**config.mk**
```make
export PLATFORM = sky130hd
export DESIGN_NAME = uart_tx_scheduler
export DESIGN_NICKNAME = d
export VERILOG_FILES = /design/src/rtl/uart_pkg.sv /design/src/rtl/uart_rr_arbiter.sv /design/src/rtl/uart_tx_scheduler.sv
export SDC_FILE = /design/constraint.sdc
export NUM_CORES = 1
export LEC_CHECK = 0
export BUFFER_PORTS_ARGS = -buffer_cell sky130_fd_sc_hd__buf_4
export CAP_MARGIN = 20
export CORE_AREA = 2 2 109 111
export CTS_CLUSTER_DIAMETER = 100
export DETAILED_ROUTE_END_ITERATION = 16
export DIE_AREA = 0 0 111 113
export SLEW_MARGIN = 20
export SYNTH_ARGS = -nofsm -noshare
export SYNTH_HDL_FRONTEND = slang
export SYNTH_SLANG_ARGS = --single-unit
```
**constraint.sdc**
```tcl
create_clock -name clk -period 6.07 [get_ports clk]
set_input_delay 1.214 -clock clk [delete_from_list [all_inputs] [get_ports clk]]
set_output_delay 1.214 -clock clk [all_outputs]
set_load 0.005 [all_outputs]
```
**src/rtl/uart_pkg.sv**
```systemverilog
// Shared types and counter widths for the UART transmit scheduler.
package uart_pkg;

  typedef enum logic [2:0] {
    StIdle,
    StGrant,
    StLaunch,
    StWaitDone,
    StGap
  } sched_state_e;

  // GAP_TICKS is at most 15; LAUNCH_TIMEOUT must fit in 16 bits.
  localparam int unsigned GapCntW     = 4;
  localparam int unsigned TimeoutCntW = 16;

endpackage

```
**src/rtl/uart_rr_arbiter.sv**
```systemverilog
// Combinational round-robin arbiter: search starts one past the last grant and wraps.
module uart_rr_arbiter #(
  parameter int unsigned NUM_REQ = 4,
  localparam int unsigned IdxW   = $clog2(NUM_REQ)
) (
  input  logic [NUM_REQ-1:0] req,
  input  logic [IdxW-1:0]    last,
  output logic [NUM_REQ-1:0] gnt,
  output logic [IdxW-1:0]    idx,
  output logic               any
);

  logic [IdxW-1:0] cand;

  always_comb begin
    gnt  = '0;
    idx  = '0;
    any  = 1'b0;
    cand = '0;
    for (int unsigned i = 1; i <= NUM_REQ; i++) begin
      cand = IdxW'((32'(last) + i) % NUM_REQ);
      if (!any && req[cand]) begin
        any       = 1'b1;
        idx       = cand;
        gnt[cand] = 1'b1;
      end
    end
  end

endmodule

```
**src/rtl/uart_tx_scheduler.sv**
```systemverilog
// Shares one UART transmitter among NUM_REQ byte sources with round-robin arbitration.
// Optional build macro UART_TX_SCHED_URGENT_EN gives requester 0 absolute priority.
module uart_tx_scheduler
  import uart_pkg::*;
#(
  parameter int unsigned NUM_REQ        = 4,
  parameter int unsigned GAP_TICKS      = 1,
  parameter int unsigned LAUNCH_TIMEOUT = 1023
) (
  input  logic                       clk,
  input  logic                       rst_n,
  input  logic [NUM_REQ-1:0]         req_valid,
  input  logic [8*NUM_REQ-1:0]       req_data,
  output logic [NUM_REQ-1:0]         req_ready,
  input  logic                       baud_tick,
  input  logic                       tx_busy,
  output logic                       tx_start,
  output logic [7:0]                 tx_data,
  output logic [$clog2(NUM_REQ)-1:0] grant_id,
  output logic                       sched_busy,
  output logic                       timeout_err,
  input  logic                       err_clr
);

  localparam int unsigned IdxW = $clog2(NUM_REQ);
  localparam logic [GapCntW-1:0] GapLast =
      GapCntW'(GAP_TICKS == 0 ? 0 : GAP_TICKS - 1);
  localparam logic [TimeoutCntW-1:0] TimeoutLast = TimeoutCntW'(LAUNCH_TIMEOUT - 1);

  sched_state_e           state_q;
  logic                   tx_start_q;
  logic [7:0]             tx_data_q;
  logic [IdxW-1:0]        grant_id_q;
  logic [IdxW-1:0]        last_grant_q;
  logic [GapCntW-1:0]     gap_cnt_q;
  logic [TimeoutCntW-1:0] to_cnt_q;
  logic                   timeout_err_q;

  logic [NUM_REQ-1:0] arb_gnt;
  logic [IdxW-1:0]    arb_idx;
  logic               arb_any;
  logic [NUM_REQ-1:0] win_gnt;
  logic [IdxW-1:0]    win_idx;
  logic [IdxW-1:0]    last_upd;

  uart_rr_arbiter #(
    .NUM_REQ (NUM_REQ)
  ) u_arb (
    .req  (req_valid),
    .last (last_grant_q),
    .gnt  (arb_gnt),
    .idx  (arb_idx),
    .any  (arb_any)
  );

`ifdef UART_TX_SCHED_URGENT_EN
  // Urgent grants to requester 0 leave the rotation pointer untouched.
  assign win_gnt  = req_valid[0] ? NUM_REQ'(1) : arb_gnt;
  assign win_idx  = req_valid[0] ? '0 : arb_idx;
  assign last_upd = req_valid[0] ? last_grant_q : arb_idx;
`else
  assign win_gnt  = arb_gnt;
  assign win_idx  = arb_idx;
  assign last_upd = arb_idx;
`endif

  always_ff @(posedge clk) begin
    if (!rst_n) begin
      state_q       <= StIdle;
      tx_start_q    <= 1'b0;
      tx_data_q     <= '0;
      grant_id_q    <= '0;
      last_grant_q  <= IdxW'(NUM_REQ - 1);
      gap_cnt_q     <= '0;
      to_cnt_q      <= '0;
      timeout_err_q <= 1'b0;
    end else begin
      // A timeout below overrides this clear when both land in one cycle.
      if (err_clr) timeout_err_q <= 1'b0;
      unique case (state_q)
        StIdle: begin
          if (|req_valid) state_q <= StGrant;
        end
        StGrant: begin
          if (arb_any) begin
            tx_data_q    <= req_data[{win_idx, 3'b000} +: 8];
            grant_id_q   <= win_idx;
            last_grant_q <= last_upd;
            tx_start_q   <= 1'b1;
            to_cnt_q     <= '0;
            state_q      <= StLaunch;
          end else begin
            state_q <= StIdle;
          end
        end
        StLaunch: begin
          if (tx_busy) begin
            tx_start_q <= 1'b0;
            state_q    <= StWaitDone;
          end else if (to_cnt_q == TimeoutLast) begin
            tx_start_q    <= 1'b0;
            timeout_err_q <= 1'b1;
            to_cnt_q      <= '0;
            state_q       <= StIdle;
          end else begin
            to_cnt_q <= to_cnt_q + 1'b1;
          end
        end
        StWaitDone: begin
          if (!tx_busy) begin
            if (GAP_TICKS > 0) begin
              gap_cnt_q <= '0;
              state_q   <= StGap;
            end else begin
              state_q <= StIdle;
            end
          end
        end
        StGap: begin
          if (baud_tick) begin
            if (gap_cnt_q == GapLast) begin
              gap_cnt_q <= '0;
              state_q   <= StIdle;
            end else begin
              gap_cnt_q <= gap_cnt_q + 1'b1;
            end
          end
        end
        default: state_q <= StIdle;
      endcase
    end
  end

  assign req_ready   = (state_q == StGrant) ? win_gnt : '0;
  assign tx_start    = tx_start_q;
  assign tx_data     = tx_data_q;
  assign grant_id    = grant_id_q;
  assign sched_busy  = (state_q != StIdle);
  assign timeout_err = timeout_err_q;

endmodule

```
# Word-level counts from Yosys, hierarchy flattened
# Index checks and enable logic that the tools add are counted.
op_classes:
  div: 0
  add_sub_neg: 6
  eq_ne: 12
  mux: 53
  n_reduce_logical: 21
  order_cmp: 8
  bitwise_logic: 3
  mul: 0
  shifts: 1
ops:
  columns: ["operator", "count"]
  rows:
  - ["16-bit two-way mux", 3]
  - ["4-bit two-way mux", 8]
  - ["16-bit one-hot mux with 2 select lines", 1]
  - ["32-bit by 6-bit indexed part select with 8-bit output", 1]
  - ["1-bit two-way mux", 19]
  - ["3-bit two-way mux", 6]
  - ["16-bit by 1-bit adder with 16-bit output, second input constant", 1]
  - ["16-bit by 10-bit equality test with 1-bit output, second input constant", 1]
  - ["3-bit one-hot mux with 5 select lines", 1]
  - ["2-bit by 3-bit less-than comparator with 1-bit output, second input constant", 4]
  - ["2-bit != test, second input constant", 6]
  - ["4-bit OR", 3]
  - ["2-bit two-way mux", 5]
  - ["3-bit AND reduction", 3]
  - ["1-bit binary-select mux with 2-bit select", 4]
  - ["1-bit demux with 2-bit select", 4]
  - ["2-bit by 1-bit greater-or-equal comparator with 1-bit output, second input constant", 4]
  - ["4-bit one-hot mux with 2 select lines", 1]
  - ["1-bit logical AND", 7]
  - ["3-bit by 2-bit equality test with 1-bit output, second input constant", 2]
  - ["5-bit AND reduction", 1]
  - ["2-bit by 1-bit adder with 2-bit output, second input constant", 2]
  - ["2-bit adder, second input constant", 2]
  - ["4-bit by 1-bit adder with 4-bit output, second input constant", 1]
  - ["11 further kinds", 14]
word_totals:
  memories: 0
  rom_bits: 0
  ff_bits: 37
  ram_bits: 0
  output_inout_bits: 17
  elab_cells: 112
  latchBits: 0
  in_bits: 41

# Logic depth before layout (Yosys ltp)
depth:
  depth_word: 15
  depth_mapped: 11

# By module
# From an unflattened synthesis, not the netlist that was laid out.
hier_totals:
  cells_unflattened: 312
  hier_area_um2: 2593.7
by_module_without_submodules:
  columns: ["mod", "cells_each", "seq_area_each_um2", "area_per_inst_um2", "instances"]
  rows:
  - ["uart_tx_scheduler", 226, 740.7, 1964.4, 1]
  - ["uart_rr_arbiter", 86, 0.0, 629.4, 1]

# Worst setup path after synthesis
# No wires, ideal clock.
synth_path:
  path_type: "in2out"
  from: "input req_valid[0]"
  to: "output req_ready[0]"
  required_ns: 4.856
  slack_ns: 2.318
  t_arrival_ns: 2.538
  stages: 7
  cell_sequence: "buf_2 -> mux4_2 -> and2b_1 -> a22oi_1 -> nor2_1 -> a221oi_1 -> nor2_1"
synth_between:
  elab_chain_cells: 13
synth_rtl:
  columns: ["element", "line_no", "rtl"]
  rows:
  - ["start, declared", "uart_tx_scheduler.sv:12", "input logic [NUM_REQ-1:0] req_valid,"]
  - ["1-bit binary-select mux with 2-bit select", "uart_rr_arbiter.sv:22", "if (!any && req[cand]) begin"]
  - ["1-bit two-way mux (implied by the code)", "uart_rr_arbiter.sv:22", null]
  - ["1-bit two-way mux", "uart_rr_arbiter.sv:22", null]
  - ["1-bit zero test", "uart_rr_arbiter.sv:22", null]
  - ["1-bit logical AND", "uart_rr_arbiter.sv:22", null]
  - ["1-bit two-way mux", "uart_rr_arbiter.sv:22", null]
  - ["1-bit zero test", "uart_rr_arbiter.sv:22", null]
  - ["1-bit logical AND", "uart_rr_arbiter.sv:22", null]
  - ["1-bit two-way mux", "uart_rr_arbiter.sv:22", null]
  - ["1-bit zero test", "uart_rr_arbiter.sv:22", null]
  - ["1-bit logical AND", "uart_rr_arbiter.sv:22", null]
  - ["4-bit two-way mux *", "uart_rr_arbiter.sv:22", null]
  - ["4-bit two-way mux *", "uart_tx_scheduler.sv:134", "assign req_ready = (state_q == StGrant) ? win_gnt : '0;"]
  - ["end, declared", "uart_tx_scheduler.sv:14", "output logic [NUM_REQ-1:0] req_ready,"]
# Mark *: on every way between the ends. The rest lies on a longest branch, timed or not. The select of a mux whose other input is x is not followed.

# Worst setup path in the final report
layout_path:
  from: "register last_grant_q[0]"
  to: "output req_ready[2]"
layout_between:
  elab_chain_cells: 14
layout_rtl:
  columns: ["element", "line_no", "rtl"]
  rows:
  - ["start, declared", "uart_tx_scheduler.sv:34", "logic [IdxW-1:0] last_grant_q;"]
  - ["start signal, assigned", "uart_tx_scheduler.sv:73", "last_grant_q <= IdxW'(NUM_REQ - 1);"]
  - ["start signal, assigned", "uart_tx_scheduler.sv:88", "last_grant_q <= last_upd;"]
  - ["parallel branches: the longest is 12 deep, another holds 2-bit by 3-bit less-than comparator with 1-bit output", null, null]
  - ["4-bit two-way mux *", "uart_rr_arbiter.sv:22", null]
  - ["4-bit two-way mux *", "uart_tx_scheduler.sv:134", null]
# Every way passes the cells marked *. The select of a mux whose other input is x is not followed.

==> impl_metrics.ini <==
[synth]
synthMuxAreaShare = 0.123
netlist.area_leader.share = 0.278
post_synth_num_cell_types = 60
number_of_flops_mapped_to_enable_cells_by_yosys = 0
post_synth_inst_count = 319
synth_simple_gate_area_share = 0.253
synth_top_family_by_area = simple AND/OR/NAND/NOR gates
synth_fp_nets = 372
synthArstFlopShare = 0
synth_seq_area_share = 0.278
dominantRegCellSynth = dfxtp_1
netlist.top_cell.by_area = dfxtp_1
synth_xor_area_frac = 0.0394
syn_avg_cell_area_um2 = 8.37
synth_area_leaders = dfxtp_1 (28%), mux2i_1 (6.0%), ha_1 (5.6%)
synth_seq_cells = 37
ys.warnings.count = 0
post_synth_fa_ha_maj_area_fraction = 0.0563
mappedNetlistArea_um2 = 2670
synth-compound-area-share = 0.198

[sta]
final.min_clock_period_ns = 4.23
timing.max_slew.rel_slack = 0.607
timing.final.max_slew_violations = 0
finalHoldViolations = 0
maxClockFrequency_mhz = 236
tns_ns = 0
grt_setup_unrepaired = false
worstMarginPinSlew_ns = 0.583
setup_viol = 0
worst_hold_margin_ns = 0.485
finalCritPeriodShare = 0.697
final.setup_skew_ns = 0.00137

[finish]
flow.area_growth_from_synthesis_pct = 24.9
fillers = 1198
final_layout_size_suffix_gt1_frac = 0.237
final_net_count = 419
seq_area_um2 = 741
multi_input_comb_area_um2 = 1790
layout.cells.most_common_list = buf_4 (60), dfxtp_1 (37), nor2_1 (30), nand2_1 (26), nand3_1 (17)
antennaDiodeCount = 0
commonest_non_fill_non_tap_cell_in_the_layout = buf_4

[die]
floorplan.die_area_um2 = 12500
initial_utilization = 0.237
fp-row-count = 39
die_h_um = 113
placeableCoreArea_um2 = 11300
die-width_um = 111
ioPinCount = 58

[detailed_routing]
drtIter0Drc = 135
via_count = 2564
detail_route.first_pass.iterations = 5
ant_nets = 0
remaining_drc_errors = 0
routedWlPerCell_um = 14.1
via_per_inst = 5.03
routed_wirelength_um = 7180

[global_routing]
grt.total_usage = 0.115
first_pass_grt_wire_length_um = 11900
grt_antenna_before_repair = 0
global_route.overflow_total = 0
maximum_number_of_pins_on_one_net_before_global_route_repair = 32
first_global_vias = 2363

[setup_path]
crit-reg2reg-launch = last_grant_q[0]$_SDFFE_PN1P_
worst-endpoint-arrival_ns = 3.02
critical_path.cell_chain = buf_4 -> inv_1 -> ha_1 -> mux4_2 -> and2b_1 -> a22oi_1 -> nor2_1 -> a221oi_1 -> nor2_1 -> buf_4
crit_path_top_delay_cell = ha_1
timing.critical_path.required_ns = 4.86
setup.worst_path.end_class = output port
critical_path.startpoint_type = flip-flop
critPathKind = flip-flop to output port
crit_fanout = 31
critPathLaunch = last_grant_q[0]$_SDFFE_PN1P_
slowest_cell_delay_on_critical_path_ns = 0.51

[clock_network]
hold_buffers = 0
post_cts_repair_resize_count = 0
number_of_sinks_driven_by_the_clock_tree = 37
clockRootBuffer = clkbuf_16
clock_network_latency_to_the_later_pin_of_the_worst_skew_pair_ns = 0.28
clock_tree.htree_level_count = 2
cts-buffers-inserted = 5
cts_tree = yes
post_cts.repair.setup_buffers = 0
worst_setup_hold_path_clk_slew_ns = 0.05
ctsLongestPathBuffers = 2

[power]
power_internal_uw = 586
power.density_nw_per_um2 = 272
p_leak_uw = 0.00136
power.sequential.fraction = 0.319
post-layout-total-power_uw = 906
power.share.clock = 0.272
p_sw_frac = 0.353
comb_pwr_share = 0.410
power.switching_uw = 320
max-vdd-ir-drop_mv = 0.133

[placed_design]
place.gp.congestion = 0.834
dp_hpwl_um = 5530
io_buffer_count = 57

[status]
outcome = completed

[worst_hold_path]
timing.hold.worst.start = grant_id[0]$_SDFFE_PN0P_
hp-class = flip-flop to flip-flop

[run]
drv.max_cap_violation_count = 0
worst paths after layout:
path | end | slack (ns) | cells past startpoint
worst max-delay path | req_ready[2] | 1.84 | 10
worst min-delay path | grant_id[0]$_SDFFE_PN0P_ | 0.49 | 2
worst max register to register | tx_data[1]$_SDFFE_PN0P_ | 2.67 | 9
worst min register to register | grant_id[0]$_SDFFE_PN0P_ | 0.49 | 2
flip-flops by register name, indices dropped and copies added, names as in the netlist:
signal / flops
gap_cnt_q: 4
grant_id: 2
last_grant_q: 2
state_q: 3
timeout_err: 1
to_cnt_q: 16
tx_data: 8
tx_start: 1
layout make-up:
type,count,share of cell area
flip-flops and latches,37,0.222
well taps,143,0.0537
clock buffers,8,0.0409
repair buffers,60,0.135
multi-input cells,252,0.537
inverters,10,0.0113
synthesized netlist by cell type (2+ instances only):
| master | n |
|---|---|
| a211oi_1 | 2 |
| nand3b_1 | 2 |
| nor3b_1 | 3 |
| nor3_1 | 9 |
| mux2i_1 | 16 |
| and4_1 | 2 |
| nor4_1 | 3 |
| a221oi_1 | 4 |
| o21a_1 | 6 |
| clkbuf_1 | 11 |
| o22ai_1 | 2 |
| and3_1 | 6 |
| xnor2_1 | 5 |
| nor2b_1 | 6 |
| inv_1 | 10 |
| nand3_1 | 17 |
| nand4_1 | 3 |
| o21ai_0 | 12 |
| and2_1 | 2 |
| o221ai_1 | 7 |
| mux4_2 | 4 |
| or3_1 | 2 |
| mux2_2 | 7 |
| or3b_1 | 2 |
| nand2_1 | 26 |
| dfxtp_1 | 37 |
| nand2b_1 | 2 |
| a31oi_1 | 6 |
| buf_6 | 2 |
| a21oi_1 | 12 |
| ha_1 | 12 |
| a22oi_1 | 5 |
| nor3_2 | 2 |
| o32ai_1 | 6 |
| buf_2 | 6 |
| xor2_1 | 7 |
| nor2_1 | 30 |
layer usage:
layer  track usage  share of wire  vias to the layer above
li1              -              -                     1267
met1         0.160           0.48                     1210
met2         0.178           0.43                       81
met3        0.0300          0.071                        6
met4        0.0317          0.013                        0
met5             0              0                        -
metrics by stage:
step / util / std cells / cell area (um^2) / setup WS [ns]
final: 0.296 / 510 / 3330 / 1.84
after global placement: 0.284 / 502 / 3200 / 2.08
after floorplan: - / 319 / 2670 / 2.32
after CTS: 0.296 / 510 / 3330 / 1.80
after global routing: 0.296 / 510 / 3330 / 1.52
after detailed placement: 0.284 / 502 / 3200 / 2.04
worst max-delay path, delay by kind of cell, from the launching register on:
family	cells	cell delay [ns]
adder cells (fa/ha/maj)	1	0.51
multiplexers	1	0.40
AND/OR/NAND/NOR	3	0.38
flip-flops	1	0.31
buffers and inverters	3	0.76
AO/OA/AOI/OAI	2	0.39
logic make-up after synthesis:
family                   Yosys count
AO/OA/AOI/OAI                     74
XOR/XNOR                          12
adder cells (fa/ha/maj)           12
buffers and inverters             30
flip-flops                        37
multiplexers                      27
AND/OR/NAND/NOR                  127
power groups by stage:
stage,Clock [uW],Combinational [uW],Sequential (uW)
2_1_floorplan,0,268,287
3_3_place_gp,0,367,293
3_5_place_dp,0,372,293
4_1_cts,252,374,288
5_1_grt,262,410,292
6_report,246,371,289
(Power assumes the default switching activity.)
